File: src/rtl/fetch_pkg.sv
// Shared types for the instruction-fetch sequencer.
//   state_t       - sequencer state (IDLE, WAIT, FLUSH)
//   fetch_entry_t - one buffered fetch result {pc, instr}
//   INSTR_BYTES   - PC increment per instruction
package fetch_pkg;

    localparam int unsigned INSTR_BYTES = 4;

    typedef enum logic [1:0] {
        IDLE  = 2'd0,
        WAIT  = 2'd1,
        FLUSH = 2'd2
    } state_t;

    typedef struct packed {
        logic [31:0] pc;
        logic [31:0] instr;
    } fetch_entry_t;

endpackage

File: src/rtl/fetch_fifo.sv
// Fetch buffer: DEPTH entries of fetch_entry_t, registered storage.
//   clock, reset     - rising-edge clock, async active-high reset
//   push, push_data  - write one entry (ignored when full without a pop)
//   pop              - retire head (ignored when empty)
//   flush            - drop all entries; has priority over push/pop
//   head             - current head entry
//   full, empty      - occupancy flags
//   count            - number of valid entries
module fetch_fifo
    import fetch_pkg::*;
#(
    parameter int DEPTH = 2,
    parameter int CW    = $clog2(DEPTH) + 1
) (
    input  logic         clock,
    input  logic         reset,
    input  logic         push,
    input  fetch_entry_t push_data,
    input  logic         pop,
    input  logic         flush,
    output fetch_entry_t head,
    output logic         full,
    output logic         empty,
    output logic [CW-1:0] count
);

    localparam int AW = (DEPTH > 1) ? $clog2(DEPTH) : 1;

    fetch_entry_t mem [DEPTH];
    logic [AW-1:0] wr_ptr, rd_ptr;
    logic          push_ok, pop_ok;

    assign full    = (count == CW'(DEPTH));
    assign empty   = (count == '0);
    assign pop_ok  = pop && !empty;
    assign push_ok = push && (!full || pop_ok);
    assign head    = mem[rd_ptr];

    // DEPTH is a power of two, so the pointers wrap by plain overflow.
    always_ff @(posedge clock or posedge reset) begin
        if (reset) begin
            wr_ptr <= '0;
            rd_ptr <= '0;
            count  <= '0;
            for (int i = 0; i < DEPTH; i++) mem[i] <= '0;
        end else if (flush) begin
            wr_ptr <= '0;
            rd_ptr <= '0;
            count  <= '0;
        end else begin
            if (push_ok) begin
                mem[wr_ptr] <= push_data;
                wr_ptr      <= wr_ptr + AW'(1);
            end
            if (pop_ok) rd_ptr <= rd_ptr + AW'(1);
            count <= count + CW'(push_ok) - CW'(pop_ok);
        end
    end

endmodule

File: src/rtl/fetch_ctrl.sv
// Instruction-fetch sequencer in front of the icache.
//   clock, reset            - rising-edge clock, async active-high reset
//   imem_req, imem_addr     - registered fetch request (one outstanding)
//   imem_ack, imem_rdata    - icache response strobe and data
//   out_valid/ready/instr/pc - buffered {pc, instr} stream to decode
//   redirect_valid/pc       - one-cycle redirect from execute
module fetch_ctrl
    import fetch_pkg::*;
#(
    parameter logic [31:0] RESET_PC = 32'h0000_0000,
    parameter int          DEPTH    = 2
) (
    input  logic        clock,
    input  logic        reset,
    output logic        imem_req,
    output logic [31:0] imem_addr,
    input  logic        imem_ack,
    input  logic [31:0] imem_rdata,
    output logic        out_valid,
    input  logic        out_ready,
    output logic [31:0] out_instr,
    output logic [31:0] out_pc,
    input  logic        redirect_valid,
    input  logic [31:0] redirect_pc
);

    localparam int CW = $clog2(DEPTH) + 1;

    state_t        state, state_n;
    logic [31:0]   pc, pc_n, addr_n, pc_inc, tgt;
    logic          req_n;
    logic          push, pop, flush, full, empty;
    logic [CW-1:0] count, count_ap;
    logic          room_idle, room_ack;
    fetch_entry_t  head;

    assign pop       = out_valid && out_ready;
    assign out_valid = !empty;
    assign out_pc    = head.pc;
    assign out_instr = head.instr;

    assign tgt    = redirect_pc & ~32'h3;
    assign pc_inc = pc + 32'(INSTR_BYTES);

    // Occupancy after this cycle's pop decides whether a new fetch may go out,
    // so a slot is always reserved for the response of any request in flight.
    assign count_ap  = count - CW'(pop);
    assign room_idle = !full || pop;
    assign room_ack  = ({1'b0, count_ap} + (CW+1)'(1)) < (CW+1)'(DEPTH);

    always_comb begin
        state_n = state;
        pc_n    = pc;
        req_n   = imem_req;
        addr_n  = imem_addr;
        push    = 1'b0;
        flush   = redirect_valid;
        unique case (state)
            IDLE: begin
                if (redirect_valid) begin
                    pc_n    = tgt;
                    req_n   = 1'b1;
                    addr_n  = tgt;
                    state_n = WAIT;
                end else if (room_idle) begin
                    req_n   = 1'b1;
                    addr_n  = pc;
                    state_n = WAIT;
                end
            end
            WAIT: begin
                if (redirect_valid) begin
                    pc_n = tgt;
                    // Acked word is stale: drop it and re-aim the live request.
                    if (imem_ack) addr_n = tgt;
                    else          state_n = FLUSH;
                end else if (imem_ack) begin
                    push = 1'b1;
                    pc_n = pc_inc;
                    if (room_ack) begin
                        addr_n = pc_inc;
                    end else begin
                        req_n   = 1'b0;
                        state_n = IDLE;
                    end
                end
            end
            FLUSH: begin
                // Request stays up until the stale response drains; its data is
                // never pushed. A redirect coinciding with that ack re-aims directly.
                if (redirect_valid) begin
                    pc_n = tgt;
                    if (imem_ack) begin
                        addr_n  = tgt;
                        state_n = WAIT;
                    end
                end else if (imem_ack) begin
                    addr_n  = pc;
                    state_n = WAIT;
                end
            end
            default: begin
                req_n   = 1'b0;
                state_n = IDLE;
            end
        endcase
    end

    always_ff @(posedge clock or posedge reset) begin
        if (reset) begin
            state     <= IDLE;
            pc        <= RESET_PC;
            imem_req  <= 1'b0;
            imem_addr <= '0;
        end else begin
            state     <= state_n;
            pc        <= pc_n;
            imem_req  <= req_n;
            imem_addr <= addr_n;
        end
    end

    fetch_fifo #(.DEPTH(DEPTH), .CW(CW)) u_fifo (
        .clock     (clock),
        .reset     (reset),
        .push      (push),
        .push_data ('{pc: pc, instr: imem_rdata}),
        .pop       (pop),
        .flush     (flush),
        .head      (head),
        .full      (full),
        .empty     (empty),
        .count     (count)
    );

endmodule

File: config.mk
export PLATFORM = sky130hd
export DESIGN_NAME = fetch_ctrl
export DESIGN_NICKNAME = d
export VERILOG_FILES = /design/src/rtl/fetch_pkg.sv /design/src/rtl/fetch_fifo.sv /design/src/rtl/fetch_ctrl.sv
export SDC_FILE = /design/constraint.sdc
export NUM_CORES = 1
export LEC_CHECK = 0
export CAP_MARGIN = 20
export CORE_MARGIN = 3
export CORE_UTILIZATION = 55
export CTS_BUF_LIST = sky130_fd_sc_hd__clkbuf_16
export CTS_CLUSTER_SIZE = 14
export DETAILED_ROUTE_END_ITERATION = 6
export PLACE_DENSITY = 0.85
export SYNTH_ARGS = -nofsm -noshare
export SYNTH_HDL_FRONTEND = slang
export SYNTH_SLANG_ARGS = --single-unit
File: constraint.sdc
create_clock -name clock -period 7.9 [get_ports clock]
set_input_delay 1.58 -clock clock [delete_from_list [all_inputs] [get_ports clock]]
set_output_delay 1.58 -clock clock [all_outputs]
set_load 0.01 [all_outputs]
# Word-level counts from Yosys, hierarchy flattened
# Index checks and enable logic that the tools add are counted.
dict set report totals {
  elab_cells 101
  out_inout_bits 98
  regBits 199
}
dict set report op_classes {
  add_sub_neg 7
  n_bitwise 4
  reduce_logical 20
  n_eq_ne 14
  muxes 41
  order_cmp 4
}
# op count
set op_table {}
lappend op_table {{32-bit two-way mux} 11}
lappend op_table {{64-bit two-way mux} 4}
lappend op_table {{128-bit bitwise mux} 1}
lappend op_table {{32-bit one-hot mux with 3 select lines} 1}
lappend op_table {{64-bit demux with 1-bit select} 1}
lappend op_table {{32-bit one-hot mux with 2 select lines} 1}
lappend op_table {{32-bit by 3-bit adder with 32-bit output, second input constant} 1}
lappend op_table {{3-bit != test, second input constant} 6}
lappend op_table {{2-bit two-way mux} 8}
lappend op_table {{5-bit AND reduction} 3}
lappend op_table {{1-bit two-way mux} 12}
lappend op_table {{2-bit != test, second input constant} 4}
lappend op_table {{2-bit one-hot mux with 3 select lines} 1}
lappend op_table {{2-bit nonzero test} 3}
lappend op_table {{2-bit equality test, second input constant} 2}
lappend op_table {{2-bit greater-or-equal comparator, second input constant} 2}
lappend op_table {{1-bit logical AND} 4}
lappend op_table {{2-bit logical NOT} 2}
lappend op_table {{1-bit inverter with 2-bit output} 2}
lappend op_table {{2-bit by 1-bit subtractor with 2-bit output} 2}
lappend op_table {{2-bit by 1-bit adder with 3-bit output, second input constant} 1}
lappend op_table {{3-bit by 2-bit < comparator with 1-bit output, second input constant} 1}
lappend op_table {{1-bit one-hot mux with 3 select lines} 1}
lappend op_table {{3-bit AND reduction} 1}
lappend op_table {{11 further kinds} 15}

# Logic depth before layout (Yosys ltp)
# Gate-level depths: netlist of the first run.
dict set report depth {
  word_depth 10
  depth_mapped 11
  ltp_nobuf 8
}

# Cells and area by module
# Synthesis of the first run repeated with hierarchy kept, for this count alone.
dict set report unflattened {
  cells_unflattened 1039
  hier_area_um2 11358.4
}
# mod instances area_each_um2 cells_per_inst seq_area_each_um2
set modules_own_cells {}
lappend modules_own_cells {fetch_fifo 1 5983.2 366 3303.2}
lappend modules_own_cells {fetch_ctrl 1 5375.2 673 1626.6}

# Least setup slack after synthesis of the first run
# OpenSTA, ideal clock, no wires.
dict set report synth_timing {
  path_type {in2reg}
  startpoint {input out_ready}
  endpoint {register imem_addr[26]}
  required_time_ns 7.777
  setup_slack_ns 4.571
  stages 9
  setup_time_ns 0.123
  n_path_buf 2
  arrival_ns 3.206
  cell_sequence {and2_1 > ha_1 > nor2b_1 > o32ai_1 > buf_2 > nor2_2 > clkbuf_1 > o2111ai_1 > o221a_2}
}
dict set report synth_via {
  elab_chain_len 6
  elab_cells_between_ends 8
  cone_classes {add/sub: 2; order compare: 1; eq/ne: 2; reduce/logical: 3}
}
# element line_no
set synth_lines {}
lappend synth_lines {{start: declaration} fetch_ctrl.sv:20} ;# input logic out_ready,
lappend synth_lines {{1-bit logical AND *} fetch_ctrl.sv:37} ;# assign pop = out_valid && out_ready;
lappend synth_lines {{2-bit by 1-bit subtractor with 2-bit output} fetch_ctrl.sv:47} ;# assign count_ap = count - CW'(pop);
lappend synth_lines {{2-bit by 1-bit adder with 3-bit output} fetch_ctrl.sv:49} ;# assign room_ack = ({1'b0, count_ap} + (CW+1)'(1)) < (CW+1)'(DEPTH);
lappend synth_lines {{3-bit by 2-bit < comparator with 1-bit output} fetch_ctrl.sv:49}
lappend synth_lines {{3-bit != test (no line)} n/a}
lappend synth_lines {{5-bit AND reduction (no line) *} n/a}
lappend synth_lines {{end signal: assignment} fetch_ctrl.sv:119} ;# imem_addr <= addr_n;
lappend synth_lines {{end: declaration} fetch_ctrl.sv:16} ;# output logic [31:0] imem_addr,
# Every way passes the cells marked *; elsewhere a longest branch is shown, timed or not.
# A chain may end at the register's enable or synchronous reset.

# Worst setup path after layout of the first run
dict set report layout_timing {
  startpoint {input redirect_valid}
  endpoint {register u_fifo.mem[91] (netlist bit)}
}
dict set report layout_via {
  elab_chain_len 4
  elab_cells_between_ends 5
  cone_classes {mux: 2; bitwise: 1; reduce/logical: 2}
}
# element line_no
set layout_lines {}
lappend layout_lines {{start: declaration} fetch_ctrl.sv:23} ;# input logic redirect_valid,
lappend layout_lines {{1-bit two-way mux} fetch_ctrl.sv:72} ;# if (redirect_valid) begin
lappend layout_lines {{1-bit two-way mux} fetch_ctrl.sv:58} ;# unique case (state)
lappend layout_lines {{1-bit logical AND} fetch_fifo.sv:36} ;# assign push_ok = push && (!full || pop_ok);
lappend layout_lines {{2-bit AND reduction (no line) *} n/a}
lappend layout_lines {{end signal: indexed assignment} fetch_fifo.sv:52} ;# mem[wr_ptr] <= push_data;
lappend layout_lines {{end: declaration} fetch_fifo.sv:29} ;# fetch_entry_t mem [DEPTH];
# Marked as above.

==> results.toml, run 1 <==
[layout]
layout_common_cells = "dfrtp_1, mux2_2, clkdlybuf4s50_1, o21ai_0, a21oi_1"
syn2layout_area_growth_pct = 20.1
nNetsFinal = 1204
postLayoutCoreUtil_pct = 68.5
final_common_cell = "dfrtp_1"
antenna_cells = 0
final_cells = 1401
drive_above_1_share_pct = 22.7

[global_route]
grt_pass1_wl_mm = 47.4
antenna_found_initial = 0
grt_overflow = 0
grt_pass1_vias = 8706
grt_util_all_layers_pct = 27.3
grt_max_degree = 117

[place]
numPortBuffers = 162
dp.cells = 1368
post-dp-hpwl_mm = 19.0
gp_congestion = 0.933

[timing]
fin_crit_ns = 4.70
hold_viol = 0
drv_slew = 0
skew_ns = 0.0115
fin_tns_setup_ns = 0
rsz0062_at_grt = "false"
finalSetupViolCount = 0
slew_headroom_pct = 25.4
fin_crit_sh_pct = 59.5
fmax_mhz = 213
worst_pin_slew_ns = 1.11

[worst_setup_path]
end_kind = "register"
reg2reg_from = "state[1]$_DFFE_PP0P_"
crit_required_ns = 8.22
critical_path_class = "input pin to register"
cp_max_fo = 59
startpoint_type = "input pin"
cp.arrival_ns = 5.02
worstSetupStartpoint = "redirect_valid"

[outcome]
outcome = "finished, final reports clean"

[synth]
ys_types = 73
yosysTopAreaCellShare_pct = 44.4
ys_seq_elements = 193
seq_area_frac_synth_pct = 44.4
synth_flop_cell = "dfrtp_1"
synthArstFlopShare_pct = 100
synthesis.area_sq_um = 10900
syn_avg_cell_area_sq_um = 10.5
synth_top_area_cell = "dfrtp_1"
yosys_warnings = 0
syn_inst = 1032
synthTopCellsByArea = "dfrtp_1, mux2_2, o21ai_0, mux2i_1, a21oi_1"
synth_edf_count = 0

[floorplanning]
io_pins = 167
dieWidth_um = 147
core.rowCount = 50
die_h_um = 147
core_area_sq_um = 19100
dieArea_sq_um = 21500
start_util_pct = 57.0

[hold_path]
hp-class = "register to register"
hp-start = "u_fifo.mem[52]$_DFFE_PP0P_"

[power_and_ir_drop]
ir_drop_v = 0.000205
leakage_nw = 5.38
power.density_nw_per_um2 = 428

[route]
avgRoutedWirePerCell_um = 21.0
drt_iter0_drc = 1097
route.antenna.remaining_nets = 0
drt_first_pass_iters = 5
drc_errors = 0
via_per_inst = 6.34
dr_total_vias = 8887
wl_mm = 29.4

[clocking]
cts.clk_slew.worst_paths_ns = 0.07
cts.sinks = 193
clk_path_buf_depth = 2
h-tree-depth = 4
cts_tree = "done"
cts_buffers = 17
cts_setup_buffers = 0
ctsHoldBuffers = 0
cts-resized-gates = 0
ctsRootBufferMaster = "clkbuf_16"
clkLatencyLatePin_ns = 0.44

[job]
drv_cap = 0
[synthesized netlist by cell type (14+ instances only)]
master / n
a21oi_1: 61
a31oi_1: 17
buf_2: 24
clkbuf_1: 61
dfrtp_1: 193
inv_1: 14
mux2_2: 190
mux2i_1: 35
nand2_1: 61
nand3_1: 17
nand4_1: 15
nor2_1: 44
nor3_1: 14
o21ai_0: 72
o22ai_1: 14
[state kept, by name, indices dropped and copies added (netlist names)]
| name | flops |
|---|---|
| imem_addr | 32 |
| imem_req | 1 |
| state | 2 |
| pc | 30 |
| u_fifo.mem | 124 |
| u_fifo.count | 2 |
| u_fifo.rd_ptr | 1 |
| u_fifo.wr_ptr | 1 |
[worst paths after layout]
path	endpoint	slack [ns]	cells past startpoint
worst max-delay path	u_fifo.mem[91]$_DFFE_PP0P_	3.20	7
worst min-delay path	u_fifo.mem[52]$_DFFE_PP0P_	0.48	2
worst max register to register	u_fifo.mem[91]$_DFFE_PP0P_	3.74	7
worst min register to register	u_fifo.mem[52]$_DFFE_PP0P_	0.48	2
max in group asynchronous	u_fifo.mem[94]$_DFFE_PP0P_	4.69	3
min in group asynchronous	u_fifo.mem[38]$_DFFE_PP0P_	1.70	2
[metrics by stage]
step / hold WS, ns / power (mW) / area, sq um / worst slack (ns)
finish: 0.477 / 5.60 / 13100 / 3.20
floorplan: 0.444 / 3.59 / 10900 / 1.06
detailed placement: 0.468 / 4.70 / 12500 / 2.85
CTS: 0.484 / 5.58 / 13100 / 3.29
global placement: 0.458 / 4.61 / 12500 / 2.83
global route: 0.500 / 5.94 / 13100 / 3.10
[layout make-up]
class                   instances  area [sq um]
clock inverters                15           160
multi-input cells             725          5540
fillers                      1446          6020
clock buffers                  17           425
flip-flops and latches        193          4830
inverters                      14          60.1
well taps                     260           325
repair buffers                177          1720
[logic make-up (layout without fill, tap and decap cells)]
logic type                 Yosys count  count (layout)  share of synthesized area (%)
AOI/OAI and AO/OA                  260             260                           15.2
xor gates and xnor gates            10              10                          0.805
adders and majority gates            7               7                          0.805
buffers and inverters              115             223                           4.91
DFF                                193             193                           44.4
muxes                              229             229                           23.3
other                                1               2                         0.0345
and+or+nand+nor                    217             217                           10.6
[metal layers]
layer	routed length, um	vias up	global-route usage [%]
met5	0	-	0
met3	2850	62	6.08
met2	13700	470	42.7
met4	825	0	9.60
met1	12000	4353	37.7
li1	-	4002	-
[critical path: stages]
cell     delay, ns
buf_2         0.10
buf_4         0.33
nor2b_2       0.86
and3_1        0.36
nor2b_4       0.72
buf_4         0.61
mux2_2        0.41
[where the power goes]
part           leakage [nW]  switching (mW)  internal, mW  total, mW
registers              2.38           0.484          1.43       1.92
clock network         0.287           0.431         0.424      0.855
logic                  2.71            1.36          1.46       2.82
total                  5.38            2.28          3.32       5.60
(Power assumes the default switching activity.)
==> inputs of run 2 (changes only) <==
==> constraint.sdc (replaced) <==
create_clock -name clock -period 4.6 [get_ports clock]
set_input_delay 0.92 -clock clock [delete_from_list [all_inputs] [get_ports clock]]
set_output_delay 0.92 -clock clock [all_outputs]
set_load 0.01 [all_outputs]
==> run 2 against run 1 <==
  * The flow now finishes with violations (DRC)
  * Core utilization grew 0.64 points
  * Die area unchanged
  * Setup slack worse by 1.8 ns
  * Global-route usage is 0.65 points lower
  * Critical path depth down 4
  * Flip-flop and latch count did not move
==> results.toml, run 2 (synthesis gave the netlist of run 1 again) <==
[outcome]
outcome = "finished, violations left"
violations = "DRC"

[hold_path]
hold_path_depth = 1
hp-class = "register to register"

[clocking]
cts-resized-gates = 0
ctsHoldBuffers = 0
ctsRootBufferMaster = "clkbuf_16"
clk_path_buf_depth = 2
cts_setup_buffers = 0
clkLatencyLatePin_ns = 0.43
cts_tree = "done"
cts.clk_slew.worst_paths_ns = 0.07
h-tree-depth = 4
cts.sinks = 193
cts_buffers = 17

[worst_setup_path]
cp_max_fo = 50
startpoint_type = "register"
end_kind = "output port"
reg2reg_depth = 8
crit_required_ns = 3.68
critical_path_class = "register to output port"
cp.arrival_ns = 2.29

[timing]
fin_crit_sh_pct = 69.7
fin_tns_setup_ns = 0
rsz0062_at_grt = "false"
hold_viol = 0
slew_headroom_pct = 31.9
fin_crit_ns = 3.21
fmax_mhz = 312
drv_slew = 0
worst_pin_slew_ns = 1.01
finalSetupViolCount = 0
hold_slack_ns = 0.485
skew_ns = 0.0114

[floorplanning]
dieArea_sq_um = 21500
start_util_pct = 57.0
io_pins = 167
core.rowCount = 50
core_area_sq_um = 19100
dieWidth_um = 147
die_h_um = 147

[job]
drv_cap = 0

[place]
post-dp-hpwl_mm = 19.5
numPortBuffers = 162
gp_congestion = 0.890

[layout]
syn2layout_area_growth_pct = 21.2
multi_input_area_sq_um = 5540
antenna_cells = 0
drive_above_1_share_pct = 23.2
layout_common_cells = "dfrtp_1, mux2_2, clkdlybuf4s50_1, o21ai_0, a21oi_1"
final_common_cell = "dfrtp_1"
nNetsFinal = 1214
largest_reg_flops = 124
fillerInstances = 1462
top_register = "u_fifo.mem"
reg.largest.list = "u_fifo.mem (124), imem_addr (32), pc (30)"
regArea_sq_um = 4830

[global_route]
grt_util_all_layers_pct = 26.7
grt_pass1_wl_mm = 46.5
antenna_found_initial = 0
grt_overflow = 0
grt_max_degree = 68
grt_pass1_vias = 8826

[power_and_ir_drop]
leakage_nw = 5.43
power.density_nw_per_um2 = 726
ir_drop_v = 0.000377

[route]
avgRoutedWirePerCell_um = 20.6
dr_total_vias = 8980
drt_iter0_drc = 1015
drt_first_pass_iters = 7
via_per_inst = 6.36
drc_errors = 1
wl_mm = 29.1
route.antenna.remaining_nets = 0
[run 2: where the power goes]
| group | internal, mW | total, mW | switching [mW] |
|---|---|---|---|
| Clock | 0.707 | 1.39 | 0.688 |
| Combinational | 2.56 | 4.89 | 2.33 |
| Sequential | 2.46 | 3.28 | 0.821 |
[run 2: metal layers]
layer  wire (um)  up-vias  global-route usage (%)
li1            -     4008                       -
met1       11500     4399                    34.8
met2       14400      484                    44.4
met3        2410       89                    5.93
met4         805        0                    8.42
met5           0        -                       0
[run 2: final cells by class]
class                           instances  area share (%)
Multi-Input combinational cell        725            42.0
Sequential cell                       193            36.6
Timing Repair Buffer                  187            14.3
Clock buffer                           17            3.23
Tap cell                              260            2.47
Clock inverter                         15           0.949
Inverter                               14           0.427
[run 2: through the flow]
step	total power, mW	area, sq um	instances	setup slack [ns]	util, %
floorplan	6.17	10900	1033	1.19	-
global placement	7.96	12600	1377	1.15	66.1
detailed placement	8.12	12600	1377	1.11	66.1
CTS	9.55	13200	1409	1.37	69.0
global route	10.2	13200	1411	1.30	69.1
finish	9.57	13200	1411	1.39	69.1
[run 2: critical path, cell delays in order (launching register included)]
cell and delay, ns:
dfrtp_2 0.60, buf_12 0.32, mux2_2 0.39, clkdlybuf4s50_1 0.49
[run 2: worst paths after layout]
path | start | end | slack [ns]
max | u_fifo.rd_ptr$_DFFE_PP0P_ | out_pc[21] | 1.39
min reg2reg | u_fifo.mem[122]$_DFFE_PP0P_ | u_fifo.mem[122]$_DFFE_PP0P_ | 0.49
min in group asynchronous | reset | u_fifo.mem[43]$_DFFE_PP0P_ | 0.79
min | u_fifo.mem[122]$_DFFE_PP0P_ | u_fifo.mem[122]$_DFFE_PP0P_ | 0.49
max in group asynchronous | reset | u_fifo.mem[60]$_DFFE_PP0P_ | 2.96
max reg2reg | u_fifo.count[1]$_DFF_PP0_ | imem_addr[24]$_DFFE_PP0P_ | 1.73
==> inputs of run 3 (changes only) <==
--- a/config.mk
+++ b/config.mk
@@ -7,11 +7,11 @@
 export LEC_CHECK = 0
 export CAP_MARGIN = 20
 export CORE_MARGIN = 3
-export CORE_UTILIZATION = 55
+export CORE_UTILIZATION = 50
 export CTS_BUF_LIST = sky130_fd_sc_hd__clkbuf_16
 export CTS_CLUSTER_SIZE = 14
 export DETAILED_ROUTE_END_ITERATION = 6
-export PLACE_DENSITY = 0.85
+export PLACE_DENSITY = 0.82
 export SYNTH_ARGS = -nofsm -noshare
 export SYNTH_HDL_FRONTEND = slang
 export SYNTH_SLANG_ARGS = --single-unit
==> constraint.sdc (replaced) <==
create_clock -name clock -period 2.6 [get_ports clock]
set_input_delay 0.52 -clock clock [delete_from_list [all_inputs] [get_ports clock]]
set_output_delay 0.52 -clock clock [all_outputs]
set_load 0.01 [all_outputs]
==> run 3 against run 2 <==
  * The run now ends clean
  * Flip-flop and latch count unchanged
  * Cell area increased by 4.2%
  * Critical endpoint is now out_instr[19]
  * Register-to-register slack got worse by 1.6 ns
  * Count of clock-buffer cells in the layout unchanged
  * Sequential share of layout area decreased by 1.5 points
  * Clock skew increased by 0.0030 ns
  * Combinational power increased by 98%
  * Core utilization decreased by 4.4 points
  * Worst hold slack got worse by 0.049 ns
  * First-iteration DRC count decreased by 30%
  * Clock power increased by 93%
==> results.toml, run 3 (synthesis gave the netlist of run 1 again) <==
[clocking]
cts_buffers = 17
clk_path_buf_depth = 2
cts_tree = "done"
ctsHoldBuffers = 0
clkLatencyLatePin_ns = 0.44
cts-resized-gates = 0
cts_setup_buffers = 0
cts.sinks = 193
h-tree-depth = 4
ctsRootBufferMaster = "clkbuf_16"
cts.clk_slew.worst_paths_ns = 0.08

[route]
drt_first_pass_iters = 6
drc_errors = 0
drt_iter0_drc = 714
wl_mm = 30.9
route.antenna.remaining_nets = 0
avgRoutedWirePerCell_um = 20.9
via_per_inst = 6.17
dr_total_vias = 9153

[power_and_ir_drop]
power_mw = 17.9
power.density_nw_per_um2 = 1300
ir_drop_v = 0.000659
leakage_nw = 5.75

[layout]
largest_reg_flops = 124
drive_above_1_share_pct = 27.1
final_cells = 1483
fillerInstances = 1642
final_common_cell = "dfrtp_1"
final_area_sq_um = 13700
syn2layout_area_growth_pct = 26.2
reg.largest.list = "u_fifo.mem (124), imem_addr (32), pc (30)"
nNetsFinal = 1271
top_register = "u_fifo.mem"
layout_common_cells = "dfrtp_1, mux2_2, clkdlybuf4s50_1, o21ai_0, buf_4"
antenna_cells = 0

[timing]
finalSetupViolCount = 0
drv_slew = 0
fin_crit_sh_pct = 96.6
worst_pin_slew_ns = 0.774
fin_crit_ns = 2.51
slew_headroom_pct = 48.3
skew_ns = 0.0145
fmax_mhz = 398
rsz0062_at_grt = "false"
layout_setup_ws_ns = 0.0876
hold_viol = 0

[worst_setup_path]
crit_chain = "buf_4 > mux2_2 > clkdlybuf4s50_1"
max_stage_delay_ns = 0.50
end_kind = "output port"
cp_max_fo = 15
critical_path_class = "register to output port"
cp_slowest_cell = "clkdlybuf4s50_1"
regToRegSetupSlack_ns = 0.12
cp.arrival_ns = 1.99
reg2reg_depth = 8
r2r-end = "imem_addr[12]$_DFFE_PP0P_"
crit_required_ns = 2.08
reg2reg_from = "u_fifo.count[1]$_DFF_PP0_"
startpoint_type = "register"

[global_route]
antenna_found_initial = 0
grt_pass1_wl_mm = 49.5
grt_overflow = 0
grt_util_all_layers_pct = 25.8
grt_pass1_vias = 9150
grt_max_degree = 70

[floorplanning]
die_h_um = 154
dieWidth_um = 154
core.rowCount = 53
dieArea_sq_um = 23600
core_area_sq_um = 21200
start_util_pct = 51.3
io_pins = 167

[place]
pre_cts_ws_ns = -0.125
post_dp_cell_area_sq_um = 13100
dp.cells = 1450
numPortBuffers = 162
gp_congestion = 0.932
post-dp-hpwl_mm = 21.6

[job]
drv_cap = 0

[hold_path]
hp-class = "input pin to async pin"

[outcome]
outcome = "finished, final reports clean"
[run 3: stage by stage]
step,hold WS (ns),TNS (ns),util (%)
global placement,0.462,-0.633,61.7
detailed placement,0.476,-1.19,61.7
CTS,0.433,0,64.6
finish,0.436,0,64.7
floorplan,0.444,-79.21,-
global route,0.459,0,64.7
[run 3: worst max path at each step]
stage	startpoint	endpoint	slack, ns
2_1_floorplan	reset	imem_addr[0]$_DFFE_PP0P_	-0.41
3_3_place_gp	out_ready	imem_addr[12]$_DFFE_PP0P_	-0.1
3_5_place_dp	out_ready	imem_addr[12]$_DFFE_PP0P_	-0.13
4_1_cts	u_fifo.rd_ptr$_DFFE_PP0P_	out_pc[14]	0.04
5_1_grt	u_fifo.count[1]$_DFF_PP0_	imem_addr[28]$_DFFE_PP0P_	0.03
6_report	u_fifo.rd_ptr$_DFFE_PP0P_	out_instr[19]	0.09
[run 3: critical path: cells and delay by family (launching register included)]
kind | cells | cell delay (ns)
muxes | 1 | 0.37
DFF | 1 | 0.43
buffers and inverters | 2 | 0.76
[run 3: layer usage]
layer	track usage, %	wire (um)	up-vias
met1	34.6	12500	4514
li1	-	-	4137
met5	0	0	-
met4	9.67	941	0
met2	42.5	15200	436
met3	4.39	2230	66
[run 3: final cells by class]
type	instances	area, sq um	share of cell area, %
Tap cell	275	344	2.51
Multi-Input combinational cell	725	5550	40.4
Sequential cell	193	4830	35.2
Clock inverter	15	171	1.25
Clock buffer	17	425	3.10
Inverter	14	56.3	0.410
Timing Repair Buffer	244	2360	17.2
[run 3: power by group]
part	total (mW)	internal, mW	switching, mW
logic	9.67	5.04	4.62
clock network	2.68	1.38	1.30
registers	5.54	4.36	1.18
total	17.9	10.8	7.10
